[config.mk]
export PLATFORM = sky130hd
export DESIGN_NAME = pp_pipeline_accel_ap_ctrl_caller
export DESIGN_NICKNAME = d
export VERILOG_FILES = /design/src/rtl/pp_pipeline_accel_ap_ctrl_caller.sv
export SDC_FILE = /design/constraint.sdc
export NUM_CORES = 1
export LEC_CHECK = 0
export CAP_MARGIN = 20
export CORE_ASPECT_RATIO = 0.75
export CORE_MARGIN = 2
export CORE_UTILIZATION = 40
export CTS_BUF_LIST = sky130_fd_sc_hd__clkbuf_8
export DETAILED_ROUTE_END_ITERATION = 8
export SETUP_SLACK_MARGIN = 0.05
export SYNTH_ARGS = -nofsm -noshare
export SYNTH_HDL_FRONTEND = slang
export SYNTH_SLANG_ARGS = --single-unit
[constraint.sdc]
create_clock -name ap_clk -period 9.41 [get_ports ap_clk]
set_clock_uncertainty 0.1 [all_clocks]
set_input_delay 1.882 -clock ap_clk [delete_from_list [all_inputs] [get_ports ap_clk]]
set_output_delay 1.882 -clock ap_clk [all_outputs]
set_load 0.02 [all_outputs]
[src/rtl/pp_pipeline_accel_ap_ctrl_caller.sv]
// pp_pipeline_accel_ap_ctrl_caller: ap_ctrl_hs initiator that runs a child block cmd_count times and reports a summary
module pp_pipeline_accel_ap_ctrl_caller #(
  parameter int RET_W = 5,
  parameter int CNT_W = 16
) (
  input  logic             ap_clk,
  input  logic             ap_rst_n,
  input  logic             cmd_valid,
  output logic             cmd_ready,
  input  logic [CNT_W-1:0] cmd_count,
  output logic             child_ap_start,
  input  logic             child_ap_ready,
  input  logic             child_ap_done,
  input  logic             child_ap_idle,
  output logic             child_ap_continue,
  input  logic [RET_W-1:0] child_return,
  output logic             rsp_valid,
  input  logic             rsp_ready,
  output logic [RET_W-1:0] rsp_last_ret,
  output logic [RET_W-1:0] rsp_ret_or,
  output logic [CNT_W-1:0] rsp_calls,
  output logic             rsp_err,
  output logic             busy
);
  typedef enum logic [1:0] {IDLE, RUN, RESP} state_t;
  state_t state_q, state_d;
  logic [CNT_W-1:0] target_q, target_d, issued_q, issued_d, completed_q, completed_d, rsp_calls_q, rsp_calls_d;
  logic [RET_W-1:0] last_q, last_d, or_q, or_d, rsp_last_q, rsp_last_d, rsp_or_q, rsp_or_d;
  logic err_q, err_d, rsp_err_q, rsp_err_d, fire, idle_unused;
  logic [CNT_W:0] avail;
  assign idle_unused = child_ap_idle;
  assign cmd_ready = state_q == IDLE;
  assign busy = state_q != IDLE;
  assign rsp_valid = state_q == RESP;
  assign child_ap_start = (state_q == RUN) && (issued_q != target_q);
  assign child_ap_continue = ap_rst_n;
  assign fire = child_ap_start & child_ap_ready;
  assign avail = {1'b0, issued_q} + (CNT_W+1)'(fire);
  assign rsp_last_ret = rsp_last_q;
  assign rsp_ret_or = rsp_or_q;
  assign rsp_calls = rsp_calls_q;
  assign rsp_err = rsp_err_q;
  // next-state: accept commands, count issues/completions, snapshot the summary on the final completion
  always_comb begin
    state_d = state_q;
    target_d = target_q;
    issued_d = issued_q;
    completed_d = completed_q;
    last_d = last_q;
    or_d = or_q;
    err_d = err_q;
    rsp_calls_d = rsp_calls_q;
    rsp_last_d = rsp_last_q;
    rsp_or_d = rsp_or_q;
    rsp_err_d = rsp_err_q;
    case (state_q)
      IDLE: if (cmd_valid) begin
        target_d = cmd_count;
        issued_d = '0;
        completed_d = '0;
        last_d = '0;
        or_d = '0;
        err_d = 1'b0;
        if (cmd_count == '0) begin
          state_d = RESP;
          rsp_calls_d = '0;
          rsp_last_d = '0;
          rsp_or_d = '0;
          rsp_err_d = 1'b0;
        end else state_d = RUN;
      end
      RUN: begin
        issued_d = issued_q + CNT_W'(fire);
        if (child_ap_done) begin
          if ({1'b0, completed_q} < avail) begin
            completed_d = completed_q + CNT_W'(1);
            last_d = child_return;
            or_d = or_q | child_return;
          end else err_d = 1'b1;
        end
        if (completed_d == target_q) begin
          state_d = RESP;
          rsp_calls_d = completed_d;
          rsp_last_d = last_d;
          rsp_or_d = or_d;
          rsp_err_d = err_d;
        end
      end
      RESP: state_d = rsp_ready ? IDLE : RESP;
      default: state_d = IDLE;
    endcase
  end
  // state and counter registers with synchronous active-low clear
  always_ff @(posedge ap_clk) begin
    if (!ap_rst_n) begin
      state_q <= IDLE;
      target_q <= '0;
      issued_q <= '0;
      completed_q <= '0;
      last_q <= '0;
      or_q <= '0;
      err_q <= 1'b0;
      rsp_calls_q <= '0;
      rsp_last_q <= '0;
      rsp_or_q <= '0;
      rsp_err_q <= 1'b0;
    end else begin
      state_q <= state_d;
      target_q <= target_d;
      issued_q <= issued_d;
      completed_q <= completed_d;
      last_q <= last_d;
      or_q <= or_d;
      err_q <= err_d;
      rsp_calls_q <= rsp_calls_d;
      rsp_last_q <= rsp_last_d;
      rsp_or_q <= rsp_or_d;
      rsp_err_q <= rsp_err_d;
    end
  end
endmodule

==> flow_summary.json <==
{
  "status": "completed",
  "tightest_slew_ns": 1.040,
  "firstDrtPassIters": 6,
  "synth-edff-count": 0,
  "die_h_um": 104.4,
  "cts_tree": "yes",
  "ctsHtreeMaxLevel": 3,
  "rsz0062_at_grt": "no",
  "worstPathArrival_ns": 7.86,
  "finalSetupViolCount": 0,
  "power_w": 0.0008201,
  "nFillCells": 1285,
  "syn_nets": 727,
  "port_buffers": 58,
  "register_area_um2": 1762,
  "gp_congestion": 0.9032,
  "start_util_pct": 41.18,
  "ir_worst_vdd_v": 0.00007839,
  "place_hpwl_um": 11150,
  "worstSetupPathType": "in -> reg",
  "relSlewSlack_pct": 30.65,
  "post_cts_resized": 0,
  "routed_wirelength_um": 15560,
  "drtIter0Drc": 612,
  "drc": 0,
  "synth-seq-cells": 88,
  "yosysWarningCount": 0,
  "period_share_pct": 82.42,
  "grt_pass1_vias": 4640,
  "synth_area_per_cell_um2": 7.899,
  "drv_cap": 0,
  "period_needed_ns": 7.756,
  "slew_violations": 0,
  "power.leakage_nw": 2.062,
  "clkTransAtPathRegs_ns": 0.09,
  "multiInputGateArea_um2": 3256,
  "die_w_um": 137.9,
  "critPathLaunchType": "input pin",
  "wl_per_cell_um": 17.62,
  "viasPerCell": 5.644,
  "clkLatencyLatePin_ns": 0.38,
  "worst_hold_slack_ns": 0.3589,
  "yosysSeqAreaShare_pct": 32.75,
  "antenna_found_initial": 0,
  "critPathMaxFanout": 27,
  "ys.flop_type": "dfxtp_1",
  "diodes": 0,
  "drt.antenna.violating_nets": 0,
  "cts_num_sinks": 88,
  "worstPathRequired_ns": 9.52,
  "ys_types": 59,
  "finalSetupTns_ns": 0,
  "netlist_instances": 681,
  "hold_class": "reg -> reg",
  "hold_viol_final": 0,
  "synthArstFlopShare_pct": 0,
  "cts_hold_buf": 0,
  "areaGrowthSynthToFinish_pct": 15.14,
  "final_common_cell": "dfxtp_1",
  "die-area_um2": 14400,
  "final_cell_mix": "dfxtp_1, nand2_1, clkdlybuf4s50_1",
  "placementRows": 36,
  "cts_buffer_depth": 2,
  "p_per_area_nw_per_um2": 132.4,
  "layout.nets": 753,
  "end_kind": "register",
  "grt_usage_pct": 22.15,
  "cts_setup_buffers": 0,
  "cts_inserted_buffers": 9,
  "syn_area_um2": 5379,
  "grt_max_degree": 66,
  "max_freq_mhz": 128.9,
  "gr-total-overflow": 0,
  "vias": 4984,
  "core_region_area_um2": 13060,
  "grt_pass1_wl_um": 24870,
  "cts-root-buf": "clkbuf_8",
  "final_layout_size_suffix_gt1_share_pct": 5.056,
  "io_pins": 60
}
[critical path, cell delays in order]
cell	delay [ns]
clkdlybuf4s50_1	0.45
and2_1	0.12
ha_1	0.18
ha_1	0.26
nand3_1	0.22
or2_2	0.36
nor2_1	0.23
xnor2_1	0.11
ha_1	0.32
and4_1	0.22
or3b_1	0.37
a31o_2	0.26
a21oi_4	0.48
nor3_1	0.23
a21oi_1	0.31
o2111ai_1	0.21
nor4_2	0.47
a41o_1	0.94
o32ai_1	0.22
[through the flow]
stage / std cells / utilization (%) / worst slack, ns / area (um^2)
detailed placement: 867 / 45.96 / 1.398 / 6003
floorplan: 681 / - / 3.244 / 5379
CTS: 883 / 47.41 / 1.753 / 6193
global route: 883 / 47.41 / 1.254 / 6193
finish: 883 / 47.41 / 1.654 / 6193
global placement: 867 / 45.96 / 1.416 / 6003
[cells in the mapped netlist, types with 23 or more instances]
cell type,n,area (um^2)
a21boi_0,26,195.2
nor2b_1,25,156.4
inv_1,37,138.9
dfxtp_1,88,1762
nor2_1,33,123.9
a21oi_1,25,125.1
xnor2_1,41,359.1
clkbuf_1,33,123.9
o21ai_0,43,215.2
nand2_1,83,311.6
nand3_1,31,155.2
o22ai_1,23,143.9
[cell families after synthesis]
| family | Yosys count | synth area share, % |
|---|---|---|
| multiplexers | 7 | 1.303 |
| XOR/XNOR | 54 | 9.048 |
| AO/OA/AOI/OAI | 163 | 19.89 |
| buffers and inverters | 87 | 6.769 |
| flip-flops | 88 | 32.75 |
| adder cells (fa/ha/maj) | 18 | 4.187 |
| AND/OR/NAND/NOR | 264 | 26.05 |
[area by class of cell]
cell class | instances | area share, %
Inverter | 37 | 2.242
Multi-Input combinational cell | 506 | 52.57
Timing Repair Buffer | 65 | 10.22
Tap cell | 171 | 3.455
Clock inverter | 5 | 0.6263
Clock buffer | 11 | 2.444
Sequential cell | 88 | 28.44
[flip-flops by register name, summed over array words and instances, names as in the netlist]
register      cells
state_q           2
or_q              5
rsp_last_ret      5
target_q         16
rsp_calls        16
last_q            5
rsp_err           1
issued_q         16
completed_q      16
err_q             1
rsp_ret_or        5
[report_power, final]
| group | total, W | leakage [nW] | switching [W] | internal (W) |
|---|---|---|---|---|
| combinational | 0.000165 | 1.25 | 0.000105 | 0.0000590 |
| sequential | 0.000398 | 0.711 | 0.0000174 | 0.000380 |
| clock | 0.000258 | 0.0963 | 0.000145 | 0.000112 |
| total | 0.000820 | 2.06 | 0.000268 | 0.000552 |
[layer usage]
layer	share of wire [%]	GRT usage [%]	wire (um)
met3	7.9	5.214	1223
met2	43	32.07	6614
met1	49	33.44	7585
met4	0.85	3.790	132
met5	0	0	0
[final timing paths]
check | to | start | depth (start not counted) | slack [ns]
setup / recovery | rsp_last_ret[3] | child_ap_ready | 19 | 1.65
hold / removal | rsp_last_ret[0] | rsp_last_ret[0] | 2 | 0.36
setup reg to reg | rsp_last_ret[3] | target_q[1] | 22 | 2.43
hold reg to reg | rsp_last_ret[0] | rsp_last_ret[0] | 2 | 0.36
Note: power is estimated with default switching activity, not from simulation.
